==> src/rtl/disparity_wta_select.sv <==
// Winner-take-all disparity selection over a per-pixel Hamming-cost beat stream.
// Tracks best/second-best cost, applies a uniqueness ratio and queues results in a 2-entry FWFT FIFO.
module disparity_wta_select #(
    parameter int NUM_DISP = 64,
    parameter int COST_W   = 8,
    parameter int UNIQ_NUM = 14
) (
    input  logic              clk,
    input  logic              reset,
    input  logic [COST_W-1:0] sum_i,
    input  logic [15:0]       coords_i,
    input  logic [15:0]       blk_index_i,
    input  logic              sum_valid_i,
    output logic [15:0]       disp_o,
    output logic [COST_W-1:0] cost_o,
    output logic [15:0]       coords_o,
    output logic              uniq_o,
    output logic              out_valid,
    input  logic              out_ready,
    output logic              seq_err,
    output logic              overflow
);

    localparam logic [0:0]  S_IDLE   = 1'b0;
    localparam logic [0:0]  S_ACCUM  = 1'b1;
    localparam logic [15:0] LAST_IDX = 16'(NUM_DISP - 1);
    localparam bit          SINGLE   = (NUM_DISP == 1);

    // min*16 and second*UNIQ_NUM both fit in COST_W+5 bits, so nothing is truncated.
    function automatic logic f_uniq(input logic [COST_W-1:0] mn, input logic [COST_W-1:0] sec);
        logic [COST_W+4:0] l_lhs;
        logic [COST_W+4:0] l_rhs;
        l_lhs = {5'd0, mn} << 4;
        l_rhs = {5'd0, sec} * (COST_W+5)'(UNIQ_NUM);
        return l_lhs < l_rhs;
    endfunction

    logic [0:0]        r_state;
    logic [15:0]       r_count;
    logic              r_fin_vld;
    logic              r_seq_err;
    logic              r_overflow;
    logic [COST_W-1:0] r_min;
    logic [COST_W-1:0] r_second;
    logic [15:0]       r_best;
    logic [15:0]       r_coords;

    logic w_in_seq;
    logic w_load;
    logic w_update;
    logic w_err;
    logic w_fin;

    assign w_in_seq = (r_state == S_ACCUM) && (blk_index_i == r_count) && (coords_i == r_coords);
    assign w_load   = sum_valid_i && (blk_index_i == 16'd0);
    assign w_update = sum_valid_i && w_in_seq;
    assign w_err    = sum_valid_i && !w_in_seq && ((r_state == S_ACCUM) || (blk_index_i != 16'd0));
    assign w_fin    = (w_load && SINGLE) || (w_update && (blk_index_i == LAST_IDX));

    // Accumulation stage: sequencing control
    always_ff @(posedge clk) begin
        if (reset) begin
            r_state   <= S_IDLE;
            r_count   <= 16'd0;
            r_fin_vld <= 1'b0;
            r_seq_err <= 1'b0;
        end else begin
            r_fin_vld <= w_fin;
            r_seq_err <= w_err;
            if (w_fin) begin
                r_state <= S_IDLE;
                r_count <= 16'd0;
            end else if (w_load) begin
                r_state <= S_ACCUM;
                r_count <= 16'd1;
            end else if (w_update) begin
                r_count <= r_count + 16'd1;
            end else if (w_err) begin
                r_state <= S_IDLE;
                r_count <= 16'd0;
            end
        end
    end

    always_ff @(posedge clk) begin
        if (w_load) begin
            r_min    <= sum_i;
            r_second <= '1;
            r_best   <= 16'd0;
            r_coords <= coords_i;
        end else if (w_update) begin
            // Strict compares: on a tie the earlier (lower) index stays the winner.
            if (sum_i < r_min) begin
                r_second <= r_min;
                r_min    <= sum_i;
                r_best   <= blk_index_i;
            end else if (sum_i < r_second) begin
                r_second <= sum_i;
            end
        end
    end

    // Final stage: push the finished pixel into the output FIFO
    logic [15:0]       r_mem_disp   [2];
    logic [COST_W-1:0] r_mem_cost   [2];
    logic [15:0]       r_mem_coords [2];
    logic              r_mem_uniq   [2];
    logic [1:0]        r_cnt;
    logic              r_wr_ptr;
    logic              r_rd_ptr;

    logic w_pop;
    logic w_full;
    logic w_wr_en;

    assign w_pop   = out_valid && out_ready;
    assign w_full  = (r_cnt == 2'd2);
    assign w_wr_en = r_fin_vld && (!w_full || w_pop);

    always_ff @(posedge clk) begin
        if (reset) begin
            for (int i = 0; i < 2; i++) begin
                r_mem_disp[i]   <= 16'd0;
                r_mem_cost[i]   <= '0;
                r_mem_coords[i] <= 16'd0;
                r_mem_uniq[i]   <= 1'b0;
            end
            r_cnt      <= 2'd0;
            r_wr_ptr   <= 1'b0;
            r_rd_ptr   <= 1'b0;
            r_overflow <= 1'b0;
        end else begin
            // When full, a simultaneous pop frees the slot the write pointer targets.
            if (w_wr_en) begin
                r_mem_disp[r_wr_ptr]   <= r_best;
                r_mem_cost[r_wr_ptr]   <= r_min;
                r_mem_coords[r_wr_ptr] <= r_coords;
                r_mem_uniq[r_wr_ptr]   <= f_uniq(r_min, r_second);
                r_wr_ptr               <= ~r_wr_ptr;
            end
            if (w_pop) begin
                r_rd_ptr <= ~r_rd_ptr;
            end
            r_cnt <= r_cnt + {1'b0, w_wr_en} - {1'b0, w_pop};
            if (r_fin_vld && w_full && !w_pop) begin
                r_overflow <= 1'b1;
            end
        end
    end

    assign out_valid = (r_cnt != 2'd0);
    assign disp_o    = r_mem_disp[r_rd_ptr];
    assign cost_o    = r_mem_cost[r_rd_ptr];
    assign coords_o  = r_mem_coords[r_rd_ptr];
    assign uniq_o    = r_mem_uniq[r_rd_ptr];
    assign seq_err   = r_seq_err;
    assign overflow  = r_overflow;

endmodule

==> config.mk <==
export PLATFORM = sky130hd
export DESIGN_NAME = disparity_wta_select
export DESIGN_NICKNAME = d
export VERILOG_FILES = /design/src/rtl/disparity_wta_select.sv
export SDC_FILE = /design/constraint.sdc
export NUM_CORES = 1
export LEC_CHECK = 0
export ABC_AREA = 1
export CORE_ASPECT_RATIO = 1.1
export CORE_UTILIZATION = 54
export CTS_CLUSTER_SIZE = 30
export DETAILED_ROUTE_END_ITERATION = 6
export MAX_ROUTING_LAYER = met4
export PLACE_DENSITY = 0.79
export SLEW_MARGIN = 25
export SYNTH_ARGS = -nofsm -noshare
export SYNTH_HDL_FRONTEND = slang
export SYNTH_SLANG_ARGS = --single-unit
==> constraint.sdc <==
create_clock -name clk -period 3.9 [get_ports clk]
set_clock_uncertainty 0.1 [all_clocks]
set_input_delay 1.17 -clock clk [delete_from_list [all_inputs] [get_ports clk]]
set_output_delay 1.17 -clock clk [all_outputs]
set_load 0.01 [all_outputs]
* Yosys cells after proc, flatten, opt, wreduce, memory -nomap -nowiden
Memories as Yosys holds them, arrays and structs flattened. A register that Yosys moved wholly into a read port is not among the register bits.
Index checks and enable logic that the tools add are counted.
** Operators by class
- Bitwise logic cells :: 2
- Order comparisons :: 3
- Muxes and demuxes :: 36
- Multipliers :: 1
- Reduce and logical (&&, ||, !) cells :: 35
- Eq/ne operators :: 5
- $add $sub $neg :: 3
** Operators with widths (count)
- $mux W16 :: 4
- $mux W8 :: 6
- $eq A16 B16 Y1 :: 2
- $reduce_or A16 Y1 :: 2
- $mux W1 :: 26
- $add A16 B1 Y16 const B :: 1
- $eq A16 B6 Y1 const B :: 1
- $logic_not A16 Y1 :: 1
- $lt A8 B8 Y1 :: 2
- $reduce_bool A16 Y1 :: 1
- $lt A12 B12 Y1 :: 1
- $reduce_bool A2 Y1 :: 6
- $logic_and A1 B1 Y1 :: 11
- $mul A8 B3 Y11 const B :: 1
- $reduce_and A2 Y1 :: 4
- $reduce_or A8 Y1 :: 1
- $logic_not A1 Y1 :: 3
- $reduce_bool A3 Y1 :: 1
- $reduce_or A3 Y1 :: 1
- $add A2 B1 Y2 :: 1
- $eq A2 B2 Y1 const B :: 1
- $logic_or A1 B1 Y1 :: 2
- $ne A2 B2 Y1 const B :: 1
- $not A1 Y1 :: 2
- other kinds (3) :: 3
** Storage, ports and cells
- Output and inout bits :: 44
- Word-level logic and storage cells :: 102
- Register bits :: 72
- Input port bits :: 44
- Memories :: 4
- Memory bits (writable) :: 82
** Memories
- r_mem_coords :: depth 2, bits a word 16, rd ports 1, clocked after Yosys merged registers in 1, wr ports 2, RTL line 106 : logic [15:0] r_mem_coords [2];
- r_mem_disp :: depth 2, bits a word 16, rd ports 1, clocked after Yosys merged registers in 1, wr ports 2, RTL line 104 : logic [15:0] r_mem_disp [2];
- r_mem_cost :: depth 2, bits a word 8, rd ports 1, clocked after Yosys merged registers in 1, wr ports 2, RTL line 105 : logic [COST_W-1:0] r_mem_cost [2];
- r_mem_uniq :: depth 2, bits a word 1, rd ports 1, clocked after Yosys merged registers in 1, wr ports 2, RTL line 107 : logic r_mem_uniq [2];

* Logic depth before layout (Yosys ltp)
Gate-level depths: netlist (run 1).
- Depth in word-level cells :: 9
- Gate-level depth with buffers :: 15
- Gate-level depth less buffers :: 15

* Least setup slack after synthesis (run 1)
OpenSTA, ideal clock, no wires.
- Path kind :: input -> register
- Start point :: input port reset
- End point :: memory r_mem_coords[1][0] (enable)
- Arrival :: 2609 ps
- Stages on the path :: 4
- Setup slack :: 653 ps
- Cell sequence :: clkinv_1 nand3_1 clkbuf_1 nand2_1
** RTL lines
- start: declaration :: RTL line 9 : input logic reset,
- end: declaration :: RTL line 106

==> flow_metrics.py, run 1 <==
metrics = {
    "clocking": {
        "cts_resized": 0,
        "insertion_delay_ns": 0.43,
        "ctsHoldBuffers": 0,
        "cts_max_path_buffers": 2,
        "cts_buffers": 17,
        "postCtsSetupRepairBufs": 0,
        "h-tree-depth": 4,
        "root_buffer": "clkbuf_16",
        "clk_pin_slew_ns": 0.06,
        "clock_sinks": 155,
        "cts_tree": "yes",
    },
    "routing": {
        "drtPass1Iterations": 5,
        "drt-vias-per-instance": 5.300,
        "ant_nets": 0,
        "drc": 0,
        "vias": 7288,
        "drt_iter0_drc": 615,
        "routedWlPerCell_um": 15.99,
        "wl_mm": 21.99,
    },
    "sta": {
        "finalSetupViolations": 0,
        "period_minus_slack_ns": 3.582,
        "hold_viol_final": 0,
        "slew_headroom_pct": 63.99,
        "hold_slack_ns": 0.3605,
        "rsz0062_at_grt": "false",
        "fmax_mhz": 279.2,
        "setup_tns_ns": 0,
        "worst_pin_slew_ns": 0.5402,
        "fin_crit_sh_pct": 91.85,
        "drv_slew": 0,
    },
    "setup_path": {
        "path_class": "flip-flop to flip-flop",
        "cp_max_fo": 5,
        "endpoint_kind": "flip-flop",
        "arrival_ns": 3.64,
        "crit_required_ns": 3.96,
        "start_kind": "flip-flop",
    },
    "global_route": {
        "grt_max_degree": 42,
        "grt_usage_pct": 28.28,
        "grt_pass1_vias": 7055,
        "grt-ovfl-total": 0,
        "grt_pass1_wl_mm": 34.79,
        "antenna_found_initial": 0,
    },
    "floorplan": {
        "start_util_pct": 55.67,
        "core_area_um2": 15800,
        "rows": 48,
        "die_area_um2": 16800,
        "die_x_um": 123.7,
        "fp.dieH_um": 135.8,
        "io_pins": 88,
    },
    "yosys": {
        "avgSynthCellArea_um2": 8.296,
        "netlist_area_um2": 8793,
        "yosysSeqAreaShare_pct": 47.35,
        "synthCells": 1060,
        "yosysWarnings": 0,
        "syn_nets": 1146,
        "synth_cell_types": 41,
        "ys_ff_latch": 155,
    },
    "pwr": {
        "ir_drop_mv": 0.2541,
        "p_clk_share_pct": 44.3,
        "p_int_mw": 2.931,
        "switchingPower_mw": 0.8241,
        "power_density_nw_per_um2": 356.3,
        "power_frac_comb_pct": 7.5,
        "p_sw_share_pct": 21.95,
        "seqPwrFrac_pct": 48.1,
        "leakage_nw": 4.868,
    },
    "cells_and_area": {
        "diodes": 0,
        "mostFrequentLayoutCells": "nand2_1, nor2_1, inv_1",
        "nets": 1248,
        "final_common_cell": "nand2_1",
        "syn_to_final_growth_pct": 19.86,
        "layout.cells.non_filler": 1375,
        "drive_gt1_share_pct": 11.32,
    },
    "placed_design": {
        "place_congestion": 0.9926,
        "dp.cells": 1343,
        "detailed_place_hpwl_mm": 16.16,
        "port_buffers": 87,
    },
    "flow_run": {
        "max_cap_violations": 0,
    },
    "hold_path": {
        "hold_path.class": "flip-flop to flip-flop",
    },
    "outcome": {
        "outcome": "finished clean",
    },
}
[per-stage QoR]
step / total power, mW / area, µm² / worst slack [ns] / utilization, %
after detailed placement: 2.122 / 9956 / 0.3467 / 63.03
after global placement: 2.114 / 9956 / 0.4556 / 63.03
after CTS: 3.768 / 10540 / 0.3183 / 66.73
final: 3.755 / 10540 / 0.3178 / 66.73
after floorplan: 1.970 / 8793 / 0.6526 / -
after global routing: 3.860 / 10540 / 0.08706 / 66.73
[cell usage after synthesis, drive strengths merged]
library cell | number | area share [%]
a21o | 1 | 0.085
a21oi | 24 | 1.4
and2 | 1 | 0.071
and3 | 1 | 0.071
buf | 13 | 1.1
clkbuf | 14 | 0.60
clkinv | 1 | 0.043
dfxtp | 49 | 11
edfxtp | 106 | 36
fa | 8 | 1.8
ha | 34 | 4.8
inv | 153 | 6.5
mux2 | 41 | 5.3
nand2 | 287 | 12
nand3 | 36 | 2.2
nand3b | 1 | 0.085
nand4 | 41 | 3.3
nor2 | 207 | 9.4
nor2b | 1 | 0.071
nor3 | 5 | 0.28
o2111ai | 1 | 0.10
o211ai | 1 | 0.085
o21a | 2 | 0.17
o21ai | 8 | 0.50
o21bai | 1 | 0.085
o31ai | 1 | 0.085
or2 | 2 | 0.14
xnor2 | 6 | 0.60
xor2 | 14 | 1.4
[per-layer routing]
layer  global-route usage (%)  wire length [µm]  share of wire, %
met1                    34.15              9240                42
met2                    46.51             10950                50
met3                    5.117              1070               4.9
met4                    11.38               728               3.3
met5                        -                 0                 0
[power groups by stage]
| stage | registers [mW] | clock network (mW) | logic (mW) |
|---|---|---|---|
| floorplan | 1.84 | 0 | 0.132 |
| global route | 1.81 | 1.74 | 0.308 |
| finish | 1.81 | 1.66 | 0.283 |
| detailed placement | 1.84 | 0 | 0.280 |
| global placement | 1.84 | 0 | 0.277 |
| CTS | 1.81 | 1.68 | 0.283 |
[cell families (layout without fill, tap and decap cells)]
logic type / after synthesis / count (layout) / share of synthesized area [%]
compound gates: 39 / 39 / 2.476
xor+xnor: 20 / 20 / 1.992
fa+ha+maj: 42 / 42 / 6.659
buf+inv: 181 / 296 / 8.224
flops: 155 / 155 / 47.35
mux: 41 / 41 / 5.250
simple gates: 582 / 582 / 28.05
[path summary, 6_finish.rpt]
kind               startpoint             to  slack [ns]  cells past startpoint
setup / recovery  r_second[0]  r_mem_uniq[1]        0.32                     15
hold / removal       overflow       overflow        0.36                      2
setup reg to reg  r_second[0]  r_mem_uniq[1]        0.32                     15
hold reg to reg      overflow       overflow        0.36                      2
[worst max-delay path: stages (launching register included)]
cell and delay (ns):
dfxtp_1 0.36, fa_1 0.55, ha_1 0.17, inv_1 0.06
fa_1 0.42, o21ai_0 0.31, a21oi_1 0.11, o21bai_1 0.20
a21o_1 0.14, a21oi_1 0.06, ha_1 0.29, nand2_1 0.07
nor2_1 0.14, nand3_1 0.10, o2111ai_1 0.16, nor2_1 0.08
[state kept, by name, summed over array words and instances (netlist names), named ones only]
name	flops
r_mem_coords	32
r_mem_disp	32
r_best	16
r_coords	16
r_count	16
r_mem_cost	16
r_min	8
r_second	8
r_cnt	2
r_mem_uniq	2
overflow	1
r_fin_vld	1
r_rd_ptr	1
r_state	1
r_wr_ptr	1
seq_err	1
[cell type report]
class | instances | area, µm²
Fill cell | 1297 | 5255
Clock buffer | 20 | 436.7
Inverter | 154 | 578.1
Tap cell | 200 | 250.2
Sequential cell | 155 | 4165
Timing Repair Buffer | 110 | 1056
Clock inverter | 12 | 147.6
Multi-Input combinational cell | 724 | 3906
No activity file was read; power rests on OpenSTA's default activity.
==> inputs of run 2 (changes only) <==
GPL_ROUTABILITY_DRIVEN = 1   (was not set)
==> results of run 2 <==
Same layout as run 1: the final DEF is identical, and so are final timing and power.
==> variant 1, RTL diff (flow settings as in run 2) <==
`COST_W`: 8 -> 7.
--- a/src/rtl/disparity_wta_select.sv
+++ b/src/rtl/disparity_wta_select.sv
@@ -3,5 +3,5 @@
 module disparity_wta_select #(
     parameter int NUM_DISP = 64,
-    parameter int COST_W   = 8,
+    parameter int COST_W   = 7,
     parameter int UNIQ_NUM = 14
 ) (
Ports: changed (resized cost_o and sum_i); port bits go from 88 to 86. No check against the original RTL was run, so the function may have changed too.
==> variant 1 against run 2 <==
Hold slack better by 0.0052 ns. Wire length down 8.8%. Final area down 4.1%. Utilization up 0.15 points. Setup slack better by 0.16 ns. Sequential cell count down 4. Largest cell class unchanged. Power down 0.74%. Register-to-register slack better by 0.21 ns. Area after synthesis down 4.5%. Critical endpoint is now disp_o[11].
==> variant 1: results (changes against run 2) <==
Global routing
  – M2 GR Usage: 0.4333 (was 0.4651)
  – Vias in the first global route: 6570 (was 7055)
  – M3 GR Usage: 0.03276 (was 0.05117)
  – Met1 global-route usage: 0.3428 (was 0.3415)
  – First-pass GRT wire length: 32200 um (was 34790 um)
  – Largest net degree at the start of global routing: 41 (was 42)

Synth
  – Post-synth EDFFs: 103 (was 106)
  – Largest cells by area after synthesis: edfxtp_1 37%, dfxtp_1 11%, nand2_1 11%, nor2_1 8.9%, inv_1 5.7% (was edfxtp_1 36%, nand2_1 12%, dfxtp_1 11%, nor2_1 8.2%, inv_1 6.0%)
  – Async SR Flop Fraction: 0 (unchanged)
  – Commonest cells post-synth: 255 x nand2_1, 198 x nor2_1, 128 x inv_1 (was 281 x nand2_1, 192 x nor2_1, 141 x inv_1)
  – Syn_nets: 1087 (was 1146)
  – Netlist cell types: 38 (was 41)
  – Sequential-to-total area share from yosys stat: 0.4829 (was 0.4735)

Drt
  – WL final: 20050 um (was 21990 um)
  – Met2 wire length: 9722 um (was 10950 um)
  – M1 wire length: 8687 um (was 9240 um)
  – Total number of vias: 6890 (was 7288)
  – Initial DRC Count: 685 (was 615)

Place
  – Port Buffers: 85 (was 87)
  – GP Congestion: 0.9684 (was 0.9926)
  – DP HPWL: 14420 um (was 16160 um)

STA
  – Worst Tran Pin Value: 0.6595 ns (was 0.5402 ns)

Critical path
  – Worst-path fanout max: 40 (was 5)
  – Reg-to-reg slack, setup: 0.53 ns (was 0.32 ns)
  – Worst path slowest cell: clkdlybuf4s50_1 (was fa_1)
  – Setup CP Type: register to primary output (was register to register)
  – R2r endpoint: r_mem_uniq[1]$_SDFFCE_PN0P_ (unchanged)
  – Largest stage delay, worst path: 0.52 ns (was 0.55 ns)
  – Worst Path Arrival: 2.15 ns (was 3.64 ns)
  – End of the critical path: disp_o[11] (was r_mem_uniq[1]$_SDFFCE_PN0P_)
  – Cell class contributing the biggest share of worst-path delay: buffers and inverters (was adder cells)

Pwr
  – Leakage: 4.635 nW (was 4.868 nW)
  – Sw frac: 0.2375 (was 0.2195)
  – VDD IR max: 287.3 uV (was 254.1 uV)

Status
  – Status: finished, final reports clean (unchanged)

Layout
  – Fillers: 1182 (was 1297)
  – Layout cell share with drive strength beyond 1: 0.1044 (was 0.1132)
  – Layout Nets: 1179 (was 1248)
==> variant 1: cell count changes in the layout (fill, tap and decap cells not counted), moves of 5 or more <==
cell     change
inv_1       -13
o21ai_0     +10
nand2_1     -28
nor2_1       +6
buf_4       -11
nand3_1      -5
nor2_2      -11
==> variant 1: power by group through the flow <==
stage	registers [mW]	clock network [mW]	logic [mW]
after global routing	1.76	1.77	0.286
after detailed placement	1.79	0	0.261
after CTS	1.76	1.71	0.263
after global placement	1.79	0	0.257
after floorplan	1.79	0	0.122
final	1.76	1.70	0.264
==> variant 1: cell families after synthesis <==
kind of cell | synth area share
XOR/XNOR | 0.01982
flip-flops | 0.4829
AND/OR/NAND/NOR | 0.2752
adder cells (fa/ha/maj) | 0.06290
multiplexers | 0.05366
AO/OA/AOI/OAI | 0.02743
buffers and inverters | 0.07810
==> variant 1: area by class of cell <==
| cell class | count | area share |
|---|---|---|
| clock buffer | 17 | 0.04208 |
| timing repair buffer | 98 | 0.09630 |
| multi-input combinational | 687 | 0.3650 |
| tap | 196 | 0.02426 |
| clock inverter | 15 | 0.01807 |
| inverter | 143 | 0.05310 |
| sequential | 151 | 0.4012 |
==> variant 1: through the flow <==
stage,worst slack (ns),cells,hold slack [ns]
after global placement,0.5007,1275,0.3439
after CTS,0.4774,1307,0.3686
final,0.4825,1307,0.3657
after floorplan,0.6971,1006,0.3476
after detailed placement,0.4787,1275,0.3592
after global routing,0.2731,1307,0.3977
==> variant 1: worst reg2reg max path: cells and delay by family, from the launching register on <==
family / cells / cell delay [ns]
adders and majority gates: 4 / 1.39
and+or+nand+nor: 8 / 0.67
DFF: 1 / 0.50
AOI/OAI and AO/OA: 2 / 0.35
xor gates and xnor gates: 1 / 0.10
==> variant 2, RTL diff (config.mk and constraints of run 2) <==
Without the edit above. Remove the register `r_seq_err`: a continuous assignment takes its place, so the output `seq_err` follows one clock earlier.
--- a/src/rtl/disparity_wta_select.sv
+++ b/src/rtl/disparity_wta_select.sv
@@ -64,8 +64,6 @@
             r_count   <= 16'd0;
             r_fin_vld <= 1'b0;
-            r_seq_err <= 1'b0;
         end else begin
             r_fin_vld <= w_fin;
-            r_seq_err <= w_err;
             if (w_fin) begin
                 r_state <= S_IDLE;
@@ -82,4 +80,6 @@
         end
     end
+
+    assign r_seq_err = w_err;
 
     always_ff @(posedge clk) begin
Behaviour: not the same (a bounded check fails within 4 cycles, from zero or initial values and one cycle with reset high).
==> variant 2 against run 2 <==
Fmax down 7.0%. Final area up 2.8%. Power up 0.92%. Wire length shrank 7.5%. Utilization rose by 4.7 points. Area after synthesis down 3.7%. Sequential cell count fell by 1. Setup slack got worse by 0.27 ns. Sequential share of layout area is 1.2 points lower. Critical endpoint is now seq_err.
==> variant 2: results (changes against run 2) <==
Pwr
  – Internal: 2.956 mW (was 2.931 mW)
  – NetSw: 0.8336 mW (was 0.8241 mW)
  – Clock share of power: 0.447 (was 0.443)

Layout
  – Layout cell share with drive strength beyond 1: 0.1779 (was 0.1132)
  – Final-layout clock buffer total: 18 (was 20)
  – Layout Nets: 1231 (was 1248)
  – Storage element area: 4145 um2 (was 4165 um2)
  – Fillers: 1109 (was 1297)
  – Multi-input logic area: 3727 um2 (was 3906 um2)
  – FFs & Latches: 154 (was 155)
  – Inverter count: 136 (was 154)

STA
  – Final Cycle Share: 0.9880 (was 0.9185)

Drt
  – Vias per inst: 5.263 (was 5.300)
  – WL final: 20340 um (was 21990 um)
  – 1st-pass router iterations: 6 (was 5)
  – Met2 wire length: 10210 um (was 10950 um)
  – Met3 Wirelength: 1150 um (was 1070 um)

Synth
  – Syn_nets: 1064 (was 1146)
  – Cells after Synth: 978 (was 1060)
  – Netlist cell types: 40 (was 41)
  – Post-Syn Area: 8466 um2 (was 8793 um2)
  – Sequential-to-total area share from yosys stat: 0.4895 (was 0.4735)
  – Largest cells by area after synthesis: edfxtp_1 38%, dfxtp_1 11%, nand2_1 10%, nor2_1 7.2%, inv_1 5.9% (was edfxtp_1 36%, nand2_1 12%, dfxtp_1 11%, nor2_1 8.2%, inv_1 6.0%)
  – Post-synthesis mux area share: 0.05454 (was 0.05250)
  – Post-Synth XOR/XNOR Area: 0.02276 (was 0.01992)
  – Adder-Cell Fraction of Synth Area: 0.06917 (was 0.06659)

Global routing
  – Vias in the first global route: 7169 (was 7055)
  – GRT Resource Usage Total: 0.2732 (was 0.2828)
  – First-pass GRT wire length: 33200 um (was 34790 um)
  – Met1 global-route usage: 0.3247 (was 0.3415)

Critical path
  – CP Launch Point: blk_index_i[9] (was r_second[0]$_SDFFE_PP1P_)
  – Critical path endpoint category: primary output (was register)
  – Worst path slowest cell: clkdlybuf4s50_1 (was fa_1)
  – Worst Path Arrival: 2.58 ns (was 3.64 ns)
  – Cell class contributing the biggest share of worst-path delay: buffers and inverters (was adder cells)
  – End of the critical path: seq_err (was r_mem_uniq[1]$_SDFFCE_PN0P_)

Place
  – Area of placed instances: 10070 um2 (was 9956 um2)
  – GP Congestion: 0.9097 (was 0.9926)
  – DP HPWL: 13950 um (was 16160 um)
  – Pre-CTS setup slack: -0.5180 ns (was 0.3467 ns)

Status
  – Status: finished, final reports clean (unchanged)

Clock tree
  – Post-CTS Setup Bufs: 12 (was 0)
## variant 2: changes by cell type in the layout (fill, tap and decap cells not counted), sizes merged, moves of 4 or more
cell	change
dlymetal6s2s	+9
dlygate4sd2	+20
clkdlybuf4s50	-30
inv	-17
nand4	-5
xor2	+4
buf	+70
nand2	-44
a21oi	+14
nand3b	+9
nor2	-43
## variant 2: how the worst min path moves through the flow
stage | startpoint | to | slack [ns] | cells past startpoint
3_5_place_dp | overflow$_SDFFE_PP0P_ | overflow$_SDFFE_PP0P_ | 0.34 | 2
6_report | overflow$_SDFFE_PP0P_ | overflow$_SDFFE_PP0P_ | 0.36 | 2
5_1_grt | overflow$_SDFFE_PP0P_ | overflow$_SDFFE_PP0P_ | 0.39 | 2
2_1_floorplan | r_rd_ptr$_SDFFE_PP0P_ | register | 0.35 | 2
3_3_place_gp | overflow$_SDFFE_PP0P_ | overflow$_SDFFE_PP0P_ | 0.34 | 2
4_1_cts | overflow$_SDFFE_PP0P_ | overflow$_SDFFE_PP0P_ | 0.35 | 2
